===== src/rtl/fg_waveform_analyzer_pkg.sv =====
// ---------------------------------------------------------------------------
// fg_waveform_analyzer_pkg
//   Definitions shared by the function generator and its waveform analyzer:
//   the waveform FSM state encoding and the default datapath widths.
//   Contents:
//     FG_COUNTER_BW   default width of period / ON sample counters
//     FG_WAVEFORM_BW  default amplitude width (sample is one bit wider, signed)
//     fg_state_e      IDLE=0, RISE=1, ON=2, FALL=3
// ---------------------------------------------------------------------------
package fg_waveform_analyzer_pkg;

    localparam int FG_COUNTER_BW  = 32;
    localparam int FG_WAVEFORM_BW = 16;

    typedef enum logic [1:0] {
        ST_IDLE = 2'd0,
        ST_RISE = 2'd1,
        ST_ON   = 2'd2,
        ST_FALL = 2'd3
    } fg_state_e;

endpackage


===== src/rtl/fg_step_classifier.sv =====
// ---------------------------------------------------------------------------
// fg_step_classifier
//   Clamps the incoming signed sample at zero, keeps the previous clamped
//   sample and classifies the step d = x - prev.
//   Ports:
//     clk_i, rstn_i   clock, asynchronous active-low reset
//     i_en            sample strobe; prev only advances when high
//     i_sample        signed sample, WAVEFORM_BITWIDTH+1 bits
//     o_x             clamped sample (non-negative, WAVEFORM_BITWIDTH bits)
//     o_d             step x - prev, WAVEFORM_BITWIDTH+2 bits signed
//     o_d_pos/zero/neg, o_x_zero   classification flags
// ---------------------------------------------------------------------------
module fg_step_classifier #(
    parameter int WAVEFORM_BITWIDTH = 16
) (
    input  logic                                clk_i,
    input  logic                                rstn_i,
    input  logic                                i_en,
    input  logic [WAVEFORM_BITWIDTH:0]          i_sample,
    output logic [WAVEFORM_BITWIDTH-1:0]        o_x,
    output logic signed [WAVEFORM_BITWIDTH+1:0] o_d,
    output logic                                o_d_pos,
    output logic                                o_d_zero,
    output logic                                o_d_neg,
    output logic                                o_x_zero
);
    localparam int WB = WAVEFORM_BITWIDTH;

    logic [WB-1:0] r_prev;

    // Negative samples clamp to zero; the remaining value always fits in WB bits.
    assign o_x = i_sample[WB] ? '0 : i_sample[WB-1:0];

    // Two guard bits keep the difference of two WB-bit unsigned values exact.
    assign o_d      = $signed({2'b00, o_x}) - $signed({2'b00, r_prev});
    assign o_d_neg  = o_d[WB+1];
    assign o_d_zero = (o_d == '0);
    assign o_d_pos  = !o_d_neg && !o_d_zero;
    assign o_x_zero = (o_x == '0);

    always_ff @(posedge clk_i or negedge rstn_i) begin
        if (!rstn_i)
            r_prev <= '0;
        else if (i_en)
            r_prev <= o_x;
    end

endmodule


===== src/rtl/fg_waveform_analyzer.sv =====
// ---------------------------------------------------------------------------
// fg_waveform_analyzer
//   Recovers period, ON time, peak amplitude and first rise/fall steps of the
//   trapezoid/pulse waveform coming out of the generator's waveform stage.
//   A measurement is published (meas_valid_o pulse) at every rise start that
//   has a previous rise start since reset/clear.
//   Ports:
//     clk_i, rstn_i   clock, asynchronous active-low reset
//     clk_en_i        sample strobe, all state holds while low
//     clear_i         sync clear of FSM/counter/history, outputs keep values
//     sample_i        signed sample, WAVEFORM_BITWIDTH+1 bits
//     meas_valid_o    one-cycle publish pulse
//     period_o        samples between successive rise starts (saturating)
//     on_count_o      samples from rise start to fall start (0 if no fall)
//     amplitude_o     peak sample of the cycle
//     k_rise_o        first rise step (x - prev at rise start)
//     k_fall_o        first fall step (prev - x at fall start)
//     meas_ovf_o      the published cycle saturated the counter
//   Build option: FG_SLOPE_MEAS_EN enables the rise/fall step shadows;
//   without it k_rise_o / k_fall_o are tied to 0.
// ---------------------------------------------------------------------------
module fg_waveform_analyzer
    import fg_waveform_analyzer_pkg::*;
#(
    parameter int COUNTER_BITWIDTH  = FG_COUNTER_BW,
    parameter int WAVEFORM_BITWIDTH = FG_WAVEFORM_BW
) (
    input  logic                         clk_i,
    input  logic                         rstn_i,
    input  logic                         clk_en_i,
    input  logic                         clear_i,
    input  logic [WAVEFORM_BITWIDTH:0]   sample_i,
    output logic                         meas_valid_o,
    output logic [COUNTER_BITWIDTH-1:0]  period_o,
    output logic [COUNTER_BITWIDTH-1:0]  on_count_o,
    output logic [WAVEFORM_BITWIDTH-1:0] amplitude_o,
    output logic [WAVEFORM_BITWIDTH-1:0] k_rise_o,
    output logic [WAVEFORM_BITWIDTH-1:0] k_fall_o,
    output logic                         meas_ovf_o
);
    localparam int CB = COUNTER_BITWIDTH;
    localparam int WB = WAVEFORM_BITWIDTH;
    localparam logic [CB-1:0] CNT_MAX = '1;

    logic [WB-1:0]        w_x;
    logic signed [WB+1:0] w_d;
    logic                 w_d_pos, w_d_zero, w_d_neg, w_x_zero;

    fg_step_classifier #(
        .WAVEFORM_BITWIDTH (WB)
    ) u_step (
        .clk_i    (clk_i),
        .rstn_i   (rstn_i),
        .i_en     (clk_en_i),
        .i_sample (sample_i),
        .o_x      (w_x),
        .o_d      (w_d),
        .o_d_pos  (w_d_pos),
        .o_d_zero (w_d_zero),
        .o_d_neg  (w_d_neg),
        .o_x_zero (w_x_zero)
    );

    fg_state_e     r_state, w_state_nxt;
    logic          w_rise_start, w_fall_start;
    logic [CB-1:0] r_cnt, w_cnt_inc;
    logic          r_have_start;
    logic [CB-1:0] r_on_s;
    logic [WB-1:0] r_peak_s;
    logic          r_ovf_s;

    always_ff @(posedge clk_i or negedge rstn_i) begin
        if (!rstn_i)
            r_state <= ST_IDLE;
        else if (clear_i)
            r_state <= ST_IDLE;
        else if (clk_en_i)
            r_state <= w_state_nxt;
    end

    // Only entries into RISE from IDLE/FALL start a new cycle; ON->RISE is a
    // second ramp within the same cycle.
    always_comb begin
        w_state_nxt  = r_state;
        w_rise_start = 1'b0;
        w_fall_start = 1'b0;
        case (r_state)
            ST_IDLE: begin
                if (w_d_pos) begin
                    w_state_nxt  = ST_RISE;
                    w_rise_start = 1'b1;
                end
            end
            ST_RISE: begin
                if (w_d_zero) begin
                    w_state_nxt = ST_ON;
                end else if (w_d_neg) begin
                    w_state_nxt  = ST_FALL;
                    w_fall_start = 1'b1;
                end
            end
            ST_ON: begin
                if (w_d_neg) begin
                    w_state_nxt  = ST_FALL;
                    w_fall_start = 1'b1;
                end else if (w_d_pos) begin
                    w_state_nxt = ST_RISE;
                end
            end
            ST_FALL: begin
                if (w_d_pos) begin
                    w_state_nxt  = ST_RISE;
                    w_rise_start = 1'b1;
                end else if (w_x_zero) begin
                    w_state_nxt = ST_IDLE;
                end
            end
            default: w_state_nxt = ST_IDLE;
        endcase
    end

    assign w_cnt_inc = (r_cnt == CNT_MAX) ? r_cnt : r_cnt + CB'(1);

    always_ff @(posedge clk_i or negedge rstn_i) begin
        if (!rstn_i) begin
            r_cnt        <= '0;
            r_have_start <= 1'b0;
            r_on_s       <= '0;
            r_peak_s     <= '0;
            r_ovf_s      <= 1'b0;
            meas_valid_o <= 1'b0;
            period_o     <= '0;
            on_count_o   <= '0;
            amplitude_o  <= '0;
            meas_ovf_o   <= 1'b0;
        end else if (clear_i) begin
            r_cnt        <= '0;
            r_have_start <= 1'b0;
            r_on_s       <= '0;
            r_peak_s     <= '0;
            r_ovf_s      <= 1'b0;
            meas_valid_o <= 1'b0;
        end else if (clk_en_i) begin
            meas_valid_o <= 1'b0;
            if (w_rise_start) begin
                // Publish the finished cycle from the shadows, then reload them.
                if (r_have_start) begin
                    meas_valid_o <= 1'b1;
                    period_o     <= r_cnt;
                    on_count_o   <= r_on_s;
                    amplitude_o  <= r_peak_s;
                    meas_ovf_o   <= r_ovf_s;
                end
                r_have_start <= 1'b1;
                r_cnt        <= CB'(1);
                r_on_s       <= '0;
                r_peak_s     <= w_x;
                r_ovf_s      <= 1'b0;
            end else begin
                r_cnt <= w_cnt_inc;
                if (w_cnt_inc == CNT_MAX)
                    r_ovf_s <= 1'b1;
                if (w_x > r_peak_s)
                    r_peak_s <= w_x;
                if (w_fall_start)
                    r_on_s <= r_cnt;
            end
        end else begin
            meas_valid_o <= 1'b0;
        end
    end

`ifdef FG_SLOPE_MEAS_EN
    logic signed [WB+1:0] w_neg_d;
    logic [WB-1:0]        r_k_rise_s, r_k_fall_s;
    logic                 w_unused_slope;

    assign w_neg_d        = -w_d;
    assign w_unused_slope = ^{w_d[WB+1:WB], w_neg_d[WB+1:WB]};

    always_ff @(posedge clk_i or negedge rstn_i) begin
        if (!rstn_i) begin
            r_k_rise_s <= '0;
            r_k_fall_s <= '0;
            k_rise_o   <= '0;
            k_fall_o   <= '0;
        end else if (clear_i) begin
            r_k_rise_s <= '0;
            r_k_fall_s <= '0;
        end else if (clk_en_i) begin
            if (w_rise_start) begin
                if (r_have_start) begin
                    k_rise_o <= r_k_rise_s;
                    k_fall_o <= r_k_fall_s;
                end
                r_k_rise_s <= w_d[WB-1:0];
                r_k_fall_s <= '0;
            end else if (w_fall_start) begin
                r_k_fall_s <= w_neg_d[WB-1:0];
            end
        end
    end
`else
    logic w_unused_d;
    assign w_unused_d = ^w_d;
    assign k_rise_o   = '0;
    assign k_fall_o   = '0;
`endif

endmodule

===== config.mk =====
export PLATFORM = sky130hd
export DESIGN_NAME = fg_waveform_analyzer
export DESIGN_NICKNAME = d
export VERILOG_FILES = /design/src/rtl/fg_waveform_analyzer_pkg.sv /design/src/rtl/fg_step_classifier.sv /design/src/rtl/fg_waveform_analyzer.sv
export SDC_FILE = /design/constraint.sdc
export NUM_CORES = 1
export LEC_CHECK = 0
export CAP_MARGIN = 25
export CORE_MARGIN = 3
export CORE_UTILIZATION = 50
export DETAILED_ROUTE_END_ITERATION = 8
export PLACE_DENSITY = 0.85
export RECOVER_POWER = 25
export SYNTH_ARGS = -nofsm -noshare
export SYNTH_HDL_FRONTEND = slang
export SYNTH_SLANG_ARGS = --single-unit
export TNS_END_PERCENT = 5

===== constraint.sdc =====
create_clock -name clk_i -period 4.5 [get_ports clk_i]
set_input_delay 0.9 -clock clk_i [delete_from_list [all_inputs] [get_ports clk_i]]
set_output_delay 0.9 -clock clk_i [all_outputs]
set_load 0.03 [all_outputs]

==> flow_summary.ini <==
[global_route]
grt_overflow_total = 0
grt_pass1_vias = 8343
grt_util_all_layers = 0.242
antenna_found_initial = 0
grt_max_degree = 81
grt_pass1_wl_um = 43000

[yosys]
synth_most_common_cell = dfrtp_1
synth_compound_area_frac = 0.153
synthSimpleGateAreaFrac = 0.141
synth_area_um2 = 10100
yosys_warnings = 0
yosysTopAreaCell = dfrtp_1
synthArstFlopShare = 1.00
ys_seq_area_frac = 0.452
netlist_instances = 992
synth_top_area_frac = 0.452
synthFlopType = dfrtp_1
synth_top_family_by_area = compound AO/OA/AOI/OAI gates
muxShareOfSynthArea = 0.114
yosys-top-cells-count = 182 x dfrtp_1, 85 x mux2_2, 62 x nand2_1
synth.avg_cell_area_um2 = 10.1
synth_cell_types = 74
synth_area_leaders = dfrtp_1 45%, mux2_2 9.5%, ha_1 3.2%
ys_seq_elements = 182
synth-edff-count = 0
synth_fa_ha_area_frac = 0.0403
synth-xor-area-share = 0.0278

[clock_network]
cts_htree_levels = 4
clk_path_buf_depth = 2
insertion_delay_ps = 440
cts_tree = built
hold_buffers = 0
cts_root_buffer = clkbuf_16
cts_buffers = 17
cts_sinks = 182
clkTransAtPathRegs_ps = 70

[die]
die_area_um2 = 21900
initial_utilization = 0.514
rows = 51
die_x_um = 148
die_h_um = 148
core_area_um2 = 19600
ios = 135

[min_path]
min_path_type = flip-flop to flip-flop
hold_start = r_on_s[4]
min_to = r_on_s[4]
whs_path_depth = 1

[critical_path]
r2r_setup_slack_ps = 620
crit_fanout = 5
r2r-end = r_state[1]
critPathCaptureType = flip-flop
crit_type = input port to flip-flop
arrival_ps = 4690
reg2reg_from = u_step.r_prev[5]
rr_worst_depth = 12
startpoint_type = input port
cp.required_ps = 4830

[detailed_routing]
first_pass_iters = 6
drc = 0
dr_wl_met3_um = 1800
wl_per_cell_um = 18.2
drt-met1-wl_um = 11600
met2_length_um = 12200
topRoutingLayerUsed = met4
wl_um = 26200
via_per_inst = 5.80
drt-initial-drc-count = 893
route.antenna.remaining_nets = 0
vias = 8365

[sta]
fmax_mhz = 229
slew_viol_final = 59
tightest_slew_ps = 3340
hold_viol_final = 0
finalCritPeriodShare = 0.971
setup_viol = 0
relSlewSlack = -1.23
fin_ws_ps = 132
finalClockSkew_ps = 10.9
period_minus_slack_ps = 4370

[place]
place_congestion = 0.964
dp.final_hpwl_um = 18400
port_buffers = 102
dp_slack_ps = -526
placed_area_um2 = 12000
dp.cells = 1407

[final_layout]
drive_gt1_frac = 0.235
area_growth_pct = 27.5
fin_util = 0.655
fin_cells = 1442
fin_area_um2 = 12800
n_antenna_cell = 0
nets = 1211
n_fill_cell = 1493

[pwr]
power.leakage_nw = 5.78
total_power_w = 0.00419
peakVddDrop_uv = 358
power.density_nw_per_um2 = 327

[run]
max_cap_viol_count = 1

[outcome]
status = complete, but fails checks
failed_checks = max-capacitance violations, max-slew violations
## where the power goes
group	internal (W)	switching (W)	total (W)
combinational	0.000383	0.000482	0.000865
sequential	0.00168	0.0000593	0.00174
clock	0.000872	0.000715	0.00159
total	0.00294	0.00126	0.00419
## placed cells by master, fill, tap and decap left out, types with 46 or more instances in the layout
cell type | synthesis | layout
clkdlybuf4s50_1 | 0 | 100
dfrtp_1 | 182 | 182
nand2_1 | 62 | 61
a21oi_1 | 51 | 50
nor2_1 | 58 | 58
inv_1 | 50 | 49
mux2_2 | 85 | 85
o21ai_0 | 47 | 46
buf_4 | 34 | 107
## state kept, by name, indices dropped and copies added (netlist names), 2 cells and up
| register | cells |
|---|---|
| u_step.r_prev | 16 |
| r_cnt | 32 |
| r_on_s | 32 |
| amplitude_o | 16 |
| on_count_o | 32 |
| r_state | 2 |
| period_o | 32 |
| r_peak_s | 16 |
## worst max-delay path, stage by stage
cell	delay (ps)
clkdlybuf4s50_1	480
buf_4	140
xor2_1	270
o32ai_4	160
o32a_1	390
or3_1	390
a221oi_2	250
nand4_1	190
nor4b_4	400
a21oi_2	100
mux2_4	320
or3_1	390
a2111oi_4	300
## repair_timing
item,CTS,global route
pin swaps,0,7
hold endpoints to repair,0,0
resized for setup,2,23
setup buffers,0,3
endpoints found under the setup margin,92,163
## routing by layer
metal / GRT usage / up-vias
met1: 0.346 / 4101
met5: 0 / -
met4: 0.0813 / 0
met2: 0.382 / 351
met3: 0.0368 / 55
li1: - / 3858
## final cells by class
| class | instances | area [um2] | area share |
|---|---|---|---|
| repair buffers | 219 | 1990 | 0.155 |
| flip-flops and latches | 182 | 4550 | 0.355 |
| well taps | 265 | 332 | 0.0258 |
| clock inverters | 14 | 203 | 0.0158 |
| clock buffers | 18 | 439 | 0.0342 |
| inverters | 51 | 191 | 0.0149 |
| multi-input cells | 693 | 5120 | 0.399 |
## logic make-up (layout without fill, tap and decap cells)
logic type	count (synthesis)	count (layout)
buffers and inverters	148	302
adder cells (fa/ha/maj)	34	34
multiplexers	104	104
flip-flops	182	182
AND/OR/NAND/NOR	267	267
AO/OA/AOI/OAI	224	224
XOR/XNOR	32	32
other	1	32
## stage by stage
step                      TNS [ps]  hold slack [ps]
final                            0              503
after global placement      -63510              473
after CTS                        0              444
after global routing         -53.2              511
after detailed placement    -67160              478
after floorplan              -8220              455
## worst max-delay path by stage
stage / start / end / slack (ps) / depth (start not counted)
CTS: sample_i[16] / period_o[9] / 30 / 19
global route: sample_i[2] / r_state[1] / -30 / 13
finish: sample_i[2] / r_state[1] / 130 / 13
floorplan: sample_i[16] / r_state[1] / -150 / 19
global placement: sample_i[16] / r_state[1] / -490 / 16
detailed placement: sample_i[16] / period_o[9] / -530 / 17
Note: power is estimated with default switching activity, not from simulation.
